[src/rtl/sipo_deserializer.sv]
// Serial-in / parallel-out deserializer with a one-word holding register,
// valid/ready output handshake and a sticky overrun flag.
module sipo_deserializer #(
  parameter int WIDTH     = 4,
  parameter bit LSB_FIRST = 1'b1
) (
  input  logic                     clk,
  input  logic                     reset,
  input  logic                     shift_en,
  input  logic                     serial_in,
  input  logic                     clear,
  input  logic                     data_ready,
  output logic [WIDTH-1:0]         data_out,
  output logic                     data_valid,
  output logic [$clog2(WIDTH)-1:0] bit_count,
  output logic                     busy,
  output logic                     overrun
);

  // state | meaning
  // EMPTY | holding register has no unaccepted word (data_valid=0)
  // FULL  | holding register presents a word awaiting data_ready (data_valid=1)

  localparam int CW = $clog2(WIDTH);
  localparam logic [CW-1:0] LAST = CW'(WIDTH - 1);

  typedef enum logic {EMPTY = 1'b0, FULL = 1'b1} state_t;

  state_t           state;
  logic [WIDTH-1:0] sr;
  logic [WIDTH-1:0] hold;
  logic [WIDTH-1:0] shifted;
  logic             complete;

  always_comb begin
    shifted = LSB_FIRST ? {serial_in, sr[WIDTH-1:1]} : {sr[WIDTH-2:0], serial_in};
    // the completing edge hands over the word including the bit sampled now
    complete = shift_en && !clear && (bit_count == LAST);
  end

  always_ff @(posedge clk) begin
    if (reset) begin
      state      <= EMPTY;
      sr         <= '0;
      hold       <= '0;
      bit_count  <= '0;
      data_valid <= 1'b0;
      overrun    <= 1'b0;
    end else begin
      if (clear) begin
        sr        <= '0;
        bit_count <= '0;
        overrun   <= 1'b0;
      end else if (shift_en) begin
        sr        <= shifted;
        bit_count <= (bit_count == LAST) ? '0 : bit_count + CW'(1);
      end

      case (state)
        EMPTY: begin
          if (complete) begin
            hold       <= shifted;
            state      <= FULL;
            data_valid <= 1'b1;
          end
        end
        FULL: begin
          if (complete && data_ready) begin
            hold <= shifted;
          end else if (complete) begin
            overrun <= 1'b1;
          end else if (data_ready) begin
            state      <= EMPTY;
            data_valid <= 1'b0;
          end
        end
        default: begin
          state      <= EMPTY;
          data_valid <= 1'b0;
        end
      endcase
    end
  end

  assign data_out = hold;
  assign busy     = (bit_count != '0);

endmodule

[config.mk]
export PLATFORM = sky130hd
export DESIGN_NAME = sipo_deserializer
export DESIGN_NICKNAME = d
export VERILOG_FILES = /design/src/rtl/sipo_deserializer.sv
export SDC_FILE = /design/constraint.sdc
export NUM_CORES = 1
export LEC_CHECK = 0
export BUFFER_PORTS_ARGS = -buffer_cell sky130_fd_sc_hd__buf_2
export CAP_MARGIN = 20
export CORE_AREA = 3 3 40 42
export CTS_CLUSTER_SIZE = 25
export DETAILED_ROUTE_END_ITERATION = 8
export DIE_AREA = 0 0 43 45
export PLACE_DENSITY = 0.62
export SLEW_MARGIN = 10
export SYNTH_ARGS = -nofsm -noshare
export SYNTH_HDL_FRONTEND = slang
export SYNTH_SLANG_ARGS = --single-unit
[constraint.sdc]
create_clock -name clk -period 1.5 [get_ports clk]
set_input_delay 0.225 -clock clk [delete_from_list [all_inputs] [get_ports clk]]
set_output_delay 0.225 -clock clk [all_outputs]
set_load 0.01 [all_outputs]
==> Flow_metrics.wiki, run 1 <==
{| class="wikitable"
! Metric !! Value
|-
| Share of the yosys chip area belonging to registers || 43.8%
|-
| Total overflow reported by the global router || 0
|-
| Max H-tree Level || 1
|-
| Start of the worst register-to-register path || bit_count[0]
|-
| Endpoint of the worst hold-timing path || bit_count[1]
|-
| HPWL after detailed placement || 705 µm
|-
| Required time of the critical path || 1.69 ns
|-
| Total via count after detailed routing || 403
|-
| Gp weighted congestion || 0.605
|-
| Total Neg Setup Slack || 0 ns
|-
| Root buf cell || clkbuf_4
|-
| Cell taking the most area after synthesis || dfxtp_1
|-
| Maximum fanout encountered on the critical timing path || 5
|-
| TritonCTS clock tree || built
|-
| Largest cells by area after synthesis || dfxtp_1, mux2i_1, nand2b_1
|-
| Full die area || 1940 µm²
|-
| Port buffer count || 14
|-
| Final period utilization || 86.5%
|-
| Least-Margin Pin Slew || 0.269 ns
|-
| Area grow syn2layout || 15.5%
|-
| Setup crit end kind || flop
|-
| Register-to-register setup slack || 0.20 ns
|-
| Syn Inst Count || 54
|-
| Initial DRC count || 4
|-
| Diodes inserted || 0
|-
| RSZ-0062 raised after global routing || no
|-
| DRC violation count after routing || 0
|-
| Maximum buffer depth of the clock tree || 2
|-
| Result of the run || finished clean
|-
| Post-synth cell types || 17
|-
| First-pass GRT wire length || 1.59 mm
|-
| Min Hold Slack || 0.233 ns
|-
| Source of the worst hold timing path || clear
|-
| Hold buffers post-CTS || 0
|-
| Kind of critical path || reg2reg
|-
| Antenna violations before repair || 0
|-
| Number of slew-limit violations in the final report || 0
|-
| Initial core utilization || 42.6%
|-
| Warning count from the yosys run || 0
|-
| Terminus of the critical flop-to-flop path || data_out[2]
|-
| DR pass1 iterations || 2
|-
| Net count after synthesis || 62
|-
| Time the worst path needs with I/O delays and setup || 1.30 ns
|-
| Total of cells resized after clock tree synthesis || 0
|-
| Clock Skews || 0.000527 ns
|-
| Count of standard-cell rows || 13
|-
| Startpoint Class || flop
|-
| Type of the most critical hold path || in2reg
|-
| Source-to-sink clock delay at the later pin of the worst-skew pair || 0.26 ns
|-
| Peak supply drop || 0.578 mV
|-
| Average detailed-routed wire length per instance || 11.0 µm
|-
| Endpoints failing hold || 0
|-
| Vertical die dimension || 45 µm
|-
| Core Region || 1280 µm²
|-
| Number of setup violations in the final report || 0
|-
| TritonCTS Buffers || 3
|-
| Worst hold stages || 2
|-
| Fraction of layout cells with a size suffix above 1 || 27.9%
|-
| Number of global-route vias before repair || 381
|-
| Die outline width || 43 µm
|-
| Overall fraction of global-route tracks in use || 11.6%
|-
| Maximum number of pins on one net before global-route repair || 17
|-
| Total of flip-flops plus latches after synthesis || 12
|-
| PwrDens || 866 nW/µm²
|-
| Maximum capacitance violations || 0
|-
| Worst slew margin relative to its limit || 82.0%
|-
| Post-layout nets || 78
|-
| Clock transition at path regs || 0.07 ns
|-
| Arrival time at the worst endpoint || 1.48 ns
|-
| Total number of clock tree sinks || 12
|-
| Post-synthesis instance area || 548 µm²
|-
| Post-synthesis average cell area || 10.1 µm²
|-
| Share of the synthesized area in the top cell type || 43.8%
|-
| Top-level I/O count || 15
|-
| Count of antenna-violating nets left after detailed routing || 0
|-
| Static leakage power || 0.299 nW
|-
| Routed wire length || 912 µm
|-
| Buffer count from post-CTS setup fixing || 0
|-
| Mean number of vias per cell || 4.86
|-
| Fmax || 770 MHz
|-
| Path depth of the worst reg2reg path || 4
|}
synth_stat cells, drive strengths merged:
cell	n
dfxtp	12
nand2b	9
mux2i	8
inv	5
nor3	5
a21oi	2
buf	2
ha	2
nor2b	2
a31oi	1
clkbuf	1
nand3b	1
nor2	1
nor3b	1
o21a	1
o22ai	1
placed cells by master (no fill, tap or decap), drive strengths merged:
cell	count
buf	14
dfxtp	12
nand2b	9
mux2i	8
inv	5
nor3	5
clkbuf	3
a21oi	2
ha	2
nor2b	2
nand3b	1
o22ai	1
nor2	1
a31oi	1
o21a	1
nor3b	1
state kept, by name, summed over array words and instances, names as in the netlist:
signal,flops
overrun,1
bit_count,2
sr,3
state,1
data_out,4
data_valid,1
layer usage:
layer,vias up,share of wire (%),track usage (%),routed length (µm)
met4,0,0.99,10.8,9
li1,208,-,-,-
met3,2,5.5,2.39,50
met5,-,0,0,0
met2,8,50,18.6,453
met1,185,44,12.9,398
worst max-delay path by stage:
| stage | cells after the start | slack (ns) | end | start |
|---|---|---|---|---|
| floorplan | 5 | 0.30 | data_out[0] | bit_count[0] |
| global placement | 4 | 0.26 | data_out[3] | bit_count[0] |
| detailed placement | 4 | 0.21 | data_out[2] | bit_count[0] |
| CTS | 4 | 0.19 | data_out[2] | bit_count[0] |
| global route | 4 | 0.10 | data_out[3] | bit_count[0] |
| finish | 4 | 0.20 | data_out[2] | bit_count[0] |
final cells by class:
cell class | instances | area (µm²)
Clock buffer | 3 | 22.5
Fill cell | 135 | 652
Inverter | 5 | 18.8
Multi-Input combinational cell | 34 | 263
Sequential cell | 12 | 240
Tap cell | 15 | 18.8
Timing Repair Buffer | 14 | 70.1
critical path: stages, from the launching register on:
cell	delay (ns)
dfxtp_1	0.39
ha_1	0.23
nand3b_4	0.11
nor2b_2	0.26
mux2i_1	0.23
through the flow:
| step | std cells | instance area [µm²] | setup WS (ns) | util (%) | power (mW) |
|---|---|---|---|---|---|
| 2_1_floorplan | 54 | 548 | 0.299 | - | 0.359 |
| 3_3_place_gp | 80 | 611 | 0.257 | 47.5 | 0.373 |
| 3_5_place_dp | 80 | 611 | 0.208 | 47.5 | 0.374 |
| 4_1_cts | 83 | 633 | 0.188 | 49.3 | 0.561 |
| 5_1_grt | 83 | 633 | 0.101 | 49.3 | 0.582 |
| 6_report | 83 | 633 | 0.202 | 49.3 | 0.548 |
report_power, final:
group	internal, mW	total (mW)	switching (mW)
combinational	0.0195	0.0416	0.0221
clock	0.0925	0.183	0.0901
sequential	0.321	0.324	0.00261
cells by family after synthesis:
group / share of synthesized area (%)
adder cells (fa/ha/maj): 4.57
AND/OR/NAND/NOR: 23.3
flip-flops: 43.8
AO/OA/AOI/OAI: 5.48
buffers and inverters: 8.22
multiplexers: 14.6
Note: power is estimated with default switching activity, not from simulation.
==> run 2: changes to the inputs <==
==> constraint.sdc (replaced) <==
create_clock -name clk -period 1.2 [get_ports clk]
set_input_delay 0.18 -clock clk [delete_from_list [all_inputs] [get_ports clk]]
set_output_delay 0.18 -clock clk [all_outputs]
set_load 0.01 [all_outputs]
==> run 2 against run 1 <==
  * Die area unchanged
  * Clock power up 29%
  * Critical path type is now reg2out
  * Largest cell class unchanged
  * Via count up 7.7%
  * Cell count up 8.4%
  * Wire length up 20%
  * Critical path depth up 1
  * Non-clock buffer count up 7
  * Highest routed layer unchanged
  * Count of clock-buffer cells in the layout unchanged
  * First-iteration DRC count down 75%
  * Sequential share of layout area down 6.1 points
  * Sequential cell count unchanged
==> Flow_metrics.wiki, run 2 (synthesis gave the netlist of run 1 again) <==
{| class="wikitable"
! Metric !! Value
|-
| Clock Skews || 0.00213 ns (+0.00160 ns)
|-
| First-pass GRT wire length || 1.79 mm (+12%)
|-
| Worst hold stages || 2 (unchanged)
|-
| Die outline width || 43 µm (unchanged)
|-
| Result of the run || finished clean
|-
| Largest register FFs || 4 (unchanged)
|-
| Maximum fanout encountered on the critical timing path || 2 (-3)
|-
| Total power draw || 719 µW (+31%)
|-
| Seq. cell area || 243 µm² (+1.0%)
|-
| Peak supply drop || 0.643 mV (+11%)
|-
| Overall fraction of global-route tracks in use || 13.0% (+1.3 points)
|-
| Total via count after detailed routing || 434 (+7.7%)
|-
| Number of slew-limit violations in the final report || 0 (unchanged)
|-
| Maximum capacitance violations || 0 (unchanged)
|-
| Number of global-route vias before repair || 413 (+8.4%)
|-
| Multi-input logic area || 317 µm² (+20%)
|-
| TritonCTS clock tree || built
|-
| Most common library cell in the layout ignoring fill and taps || buf_2
|-
| DR pass1 iterations || 2 (unchanged)
|-
| Diodes inserted || 0 (unchanged)
|-
| PwrDens || 943 nW/µm² (+8.9%)
|-
| Gp weighted congestion || 0.639 (+5.7%)
|-
| Register-to-register setup slack || 0.03 ns (-0.17 ns)
|-
| Max H-tree Level || 1 (unchanged)
|-
| Count of antenna-violating nets left after detailed routing || 0 (unchanged)
|-
| Commonest cells after routing, fill and taps aside || buf_2, dfxtp_1, nand2b_1
|-
| Maximum buffer depth of the clock tree || 2 (unchanged)
|-
| Initial DRC count || 1 (-3)
|-
| Static leakage power || 0.348 nW (+16%)
|-
| Final period utilization || 99.5%
|-
| Endpoints failing hold || 0 (unchanged)
|-
| Fraction of layout cells with a size suffix above 1 || 48.0% (+20 points)
|-
| Port buffer count || 14 (unchanged)
|-
| Worst slew margin relative to its limit || 80.5% (-1.5 points)
|-
| Count of standard-cell rows || 13 (unchanged)
|-
| Maximum number of pins on one net before global-route repair || 17 (unchanged)
|-
| Total number of clock tree sinks || 12 (unchanged)
|-
| Launch point of the worst path || bit_count[0]
|-
| Post-layout nets || 85 (+9.0%)
|-
| Worst setup margin || 0.00544 ns (-0.197 ns)
|-
| Setup crit end kind || primary output
|-
| TritonCTS Buffers || 3 (unchanged)
|-
| Full die area || 1940 µm² (unchanged)
|-
| Antenna violations before repair || 0 (unchanged)
|-
| Top-level I/O count || 15 (unchanged)
|-
| Initial core utilization || 42.6% (unchanged)
|-
| Arrival time at the worst endpoint || 1.01 ns (-0.47 ns)
|-
| Start of the worst register-to-register path || bit_count[0]
|-
| Count of filler cells inserted in the layout || 126 (-6.7%)
|-
| Source of the worst hold timing path || clear
|-
| Number of setup violations in the final report || 0 (unchanged)
|-
| HPWL after detailed placement || 711 µm (+0.77%)
|-
| Path depth of the worst reg2reg path || 6 (+2)
|-
| Time the worst path needs with I/O delays and setup || 1.19 ns
|-
| Average detailed-routed wire length per instance || 12.1 µm (+10%)
|-
| Startpoint Class || flop
|-
| Kind of critical path || reg2out
|-
| Hold buffers post-CTS || 0 (unchanged)
|-
| Area grow syn2layout || 39.0%
|-
| Core Region || 1280 µm² (unchanged)
|-
| Clock transition at path regs || 0.07 ns (about the same)
|-
| Fmax || 837 MHz
|-
| Root buf cell || clkbuf_4
|-
| DRC violation count after routing || 0 (unchanged)
|-
| Required time of the critical path || 1.02 ns (-0.67 ns)
|-
| Type of the most critical hold path || in2reg
|-
| Vertical die dimension || 45 µm (unchanged)
|-
| Routed wire length || 1.09 mm (+20%)
|-
| Endpoint of the worst hold-timing path || bit_count[0]
|-
| Source-to-sink clock delay at the later pin of the worst-skew pair || 0.26 ns (about the same)
|-
| Pre-CTS worst setup slack || 0.0404 ns (-0.168 ns)
|-
| Least-Margin Pin Slew || 0.292 ns (+0.0234 ns)
|-
| RSZ-0062 raised after global routing || yes
|-
| Terminus of the critical flop-to-flop path || overrun
|-
| Total overflow reported by the global router || 0 (unchanged)
|-
| Mean number of vias per cell || 4.82 (-0.68%)
|}
run 2: layout make-up:
type / count / share of cell area [%]
Timing Repair Buffer: 21 / 18.4
Multi-Input combinational cell: 34 / 41.5
Tap cell: 15 / 2.46
Inverter: 5 / 2.79
Sequential cell: 12 / 31.9
Clock buffer: 3 / 2.96
run 2: worst max-delay path by stage:
stage          cells after the start           to
2_1_floorplan                      5  data_out[0]
3_3_place_gp                       4  data_out[3]
3_5_place_dp                       4  data_out[3]
4_1_cts                            5         busy
5_1_grt                            5         busy
6_report                           5         busy
run 2: per-stage QoR:
stage / utilization, % / setup TNS, ns / area (µm²) / cells / hold WS, ns
2_1_floorplan: - / 0 / 551 / 54 / 0.259
4_1_cts: 54.3 / -0.0392 / 698 / 89 / 0.175
3_3_place_gp: 50.0 / 0 / 643 / 84 / 0.446
5_1_grt: 59.3 / -0.110 / 762 / 90 / 0.198
6_report: 59.3 / 0 / 762 / 90 / 0.194
3_5_place_dp: 50.0 / 0 / 643 / 84 / 0.452
run 2: timing repair:
item,CTS,global route
endpoints found under the setup margin,1,7
pin swaps,0,3
buffers inserted,2,1
gates resized for setup,8,9
run 2: worst max-delay path: stages (launching register included):
cell	delay (ns)
dfxtp_2	0.35
buf_6	0.11
inv_4	0.03
ha_4	0.14
inv_2	0.04
buf_6	0.09
run 2: layer usage:
metal	GRT usage, %	up-vias	routed length, µm
li1	-	222	-
met1	15.4	201	501
met2	20.1	9	525
met3	2.79	2	54
met4	10.8	0	10
met5	0	-	0
run 2: where the power goes:
part | switching (mW) | total (mW) | internal (mW)
clock network | 0.120 | 0.236 | 0.116
logic | 0.0381 | 0.0785 | 0.0403
registers | 0.00276 | 0.405 | 0.402
total | 0.161 | 0.719 | 0.558
==> run 3: changes to the inputs <==
--- a/config.mk
+++ b/config.mk
@@ -6,8 +6,9 @@
 export NUM_CORES = 1
 export LEC_CHECK = 0
 export BUFFER_PORTS_ARGS = -buffer_cell sky130_fd_sc_hd__buf_2
-export CAP_MARGIN = 20
+export CAP_MARGIN = 15
 export CORE_AREA = 3 3 40 42
+export CTS_BUF_LIST = sky130_fd_sc_hd__clkbuf_2
 export CTS_CLUSTER_SIZE = 25
 export DETAILED_ROUTE_END_ITERATION = 8
 export DIE_AREA = 0 0 43 45
==> constraint.sdc (replaced) <==
create_clock -name clk -period 1.2 [get_ports clk]
set_input_delay 0.18 -clock clk [delete_from_list [all_inputs] [get_ports clk]]
set_output_delay 0.18 -clock clk [all_outputs]
set_load 0.005 [all_outputs]
==> run 3 against run 2 <==
  * Sequential share of layout area is 2.2 points higher
  * Maximum frequency is 1.3% higher
  * Utilization is 3.8 points lower
  * Critical path depth stayed put
  * Count of clock-buffer cells in the layout stayed put
  * Critical path type unchanged
  * Sequential cell count stayed put
  * Largest cell class unchanged
  * Critical endpoint unchanged
  * Clock power is 16% lower
  * Register-to-register slack better by 0.04 ns
  * Power is 6.5% lower
  * Die area stayed put
  * Hold slack worse by 0.023 ns
  * Global-route usage is 1.6 points lower
==> Flow_metrics.wiki, run 3 (synthesis gave the netlist of run 1 again) <==
{| class="wikitable"
! Metric !! Value
|-
| Result of the run || finished clean
|-
| Count of standard-cell rows || 13 (unchanged)
|-
| Count of filler cells inserted in the layout || 129 (+2.4%)
|-
| Commonest cells after routing, fill and taps aside || buf_2, dfxtp_1, nand2b_1
|-
| Post-layout nets || 84 (-1.2%)
|-
| Fraction of layout cells with a size suffix above 1 || 41.3% (-6.7 points)
|-
| Arrival time at the worst endpoint || 1.00 ns (about the same)
|-
| CP cell instances || buf_6 -> inv_4 -> ha_4 -> inv_2 -> buf_6
|-
| Most common cell type on the critical path || buf_6
|-
| Source-to-sink clock delay at the later pin of the worst-skew pair || 0.26 ns (about the same)
|-
| RSZ-0062 raised after global routing || yes
|-
| Kind of critical path || reg2out
|-
| Clock transition at path regs || 0.12 ns (+0.05 ns)
|-
| First-pass GRT wire length || 1.55 mm (-14%)
|-
| Startpoint Class || flop
|-
| Endpoints failing hold || 0 (unchanged)
|-
| Initial DRC count || 2 (+1)
|-
| Clock Skews || 0.0131 ns (+0.0109 ns)
|-
| Required time of the critical path || 1.02 ns (about the same)
|-
| Maximum number of pins on one net before global-route repair || 17 (unchanged)
|-
| PwrDens || 942 nW/µm² (-0.13%)
|-
| Count of antenna-violating nets left after detailed routing || 0 (unchanged)
|-
| Count of buffer and inverter cells on the critical path || 4 (unchanged)
|-
| Antenna violations before repair || 0 (unchanged)
|-
| Peak supply drop || 0.549 mV (-15%)
|-
| Total number of clock tree sinks || 12 (unchanged)
|-
| Vertical die dimension || 45 µm (unchanged)
|-
| Max H-tree Level || 1 (unchanged)
|-
| HPWL after detailed placement || 666 µm (-6.3%)
|-
| Maximum buffer depth of the clock tree || 2 (unchanged)
|-
| Static leakage power || 0.341 nW (-1.8%)
|-
| DR pass1 iterations || 2 (unchanged)
|-
| Maximum capacitance violations || 0 (unchanged)
|-
| Pre-CTS worst setup slack || 0.0347 ns (-0.00579 ns)
|-
| Routed wire length || 980 µm (-10%)
|-
| Top-level I/O count || 15 (unchanged)
|-
| Initial core utilization || 42.6% (unchanged)
|-
| Number of setup violations in the final report || 0 (unchanged)
|-
| Cell family with most CP delay || flip-flops
|-
| TritonCTS Buffers || 3 (unchanged)
|-
| Setup crit end kind || primary output
|-
| Slowest CP cell || dfxtp_2
|-
| Mean number of vias per cell || 4.73 (-1.8%)
|-
| Hold buffers post-CTS || 0 (unchanged)
|-
| Port buffer count || 14 (unchanged)
|-
| Total overflow reported by the global router || 0 (unchanged)
|-
| Average detailed-routed wire length per instance || 10.9 µm (-10%)
|-
| Slowest stage delay, CP || 0.34 ns (about the same)
|-
| Area grow syn2layout || 30.1%
|-
| DRC violation count after routing || 0 (unchanged)
|-
| Largest register FFs || 4 (unchanged)
|-
| Core Region || 1280 µm² (unchanged)
|-
| Die outline width || 43 µm (unchanged)
|-
| Full die area || 1940 µm² (unchanged)
|-
| Worst setup margin || 0.0213 ns (+0.0159 ns)
|-
| Diodes inserted || 0 (unchanged)
|-
| Worst slew margin relative to its limit || 84.8% (+4.3 points)
|-
| Time the worst path needs with I/O delays and setup || 1.18 ns (-0.0159 ns)
|-
| Gp weighted congestion || 0.678 (+6.0%)
|-
| Least-Margin Pin Slew || 0.229 ns (-0.0638 ns)
|-
| Final Util || 55.5% (-3.8 points)
|-
| Fmax || 848 MHz (+1.3%)
|-
| Total via count after detailed routing || 426 (-1.8%)
|-
| Final period utilization || 98.2% (-1.3 points)
|-
| TritonCTS clock tree || built
|-
| Overall fraction of global-route tracks in use || 11.4% (-1.6 points)
|-
| Most common library cell in the layout ignoring fill and taps || buf_2
|-
| Number of slew-limit violations in the final report || 0 (unchanged)
|-
| Number of global-route vias before repair || 383 (-7.3%)
|-
| Maximum fanout encountered on the critical timing path || 2 (unchanged)
|-
| Type of the most critical hold path || in2reg
|-
| Root buf cell || clkbuf_2
|}
run 3: path summary, 6_finish.rpt:
kind / endpoint / from / slack [ns] / depth (start not counted)
min: sr[2] / clear / 0.17 / 2
max: busy / bit_count[1] / 0.02 / 5
min reg2reg: data_valid / data_valid / 0.47 / 1
max reg2reg: data_valid / bit_count[0] / 0.07 / 5
run 3: where the power goes:
part,switching [mW],leakage [nW],internal (mW)
combinational,0.0316,0.230,0.0370
sequential,0.00253,0.0978,0.402
clock,0.126,0.0140,0.0724
run 3: final cells by class:
class	count	area (µm²)	share of cell area [%]
clock inverters	1	3.75	0.526
clock buffers	3	15.0	2.11
inverters	5	23.8	3.33
flip-flops and latches	12	243	34.0
well taps	15	18.8	2.63
repair buffers	20	129	18.1
multi-input cells	34	280	39.3
run 3: per-stage QoR:
stage                     hold slack [ns]  TNS [ns]  std cells  power, mW  area, µm²
final                               0.171         0         90      0.672        713
after global routing                0.141   -0.0946         90      0.715        713
after CTS                           0.157   -0.0138         90      0.678        687
after detailed placement            0.454         0         84      0.470        641
after global placement              0.446         0         84      0.470        641
after floorplan                     0.259         0         54      0.447        548
run 3: what timing repair did:
action                     CTS  global route
setup endpoints to repair    1             6
pin swaps                    0             1
setup buffers                2             0
resized for setup            7             6
run 3: per-layer routing:
| layer | vias up | part of all wire, % | GRT usage, % |
|---|---|---|---|
| li1 | 220 | - | - |
| met1 | 195 | 44 | 11.5 |
| met2 | 11 | 47 | 19.5 |
| met3 | 0 | 8.5 | 7.17 |
| met4 | 0 | 0 | 3.61 |
| met5 | - | 0 | 0 |
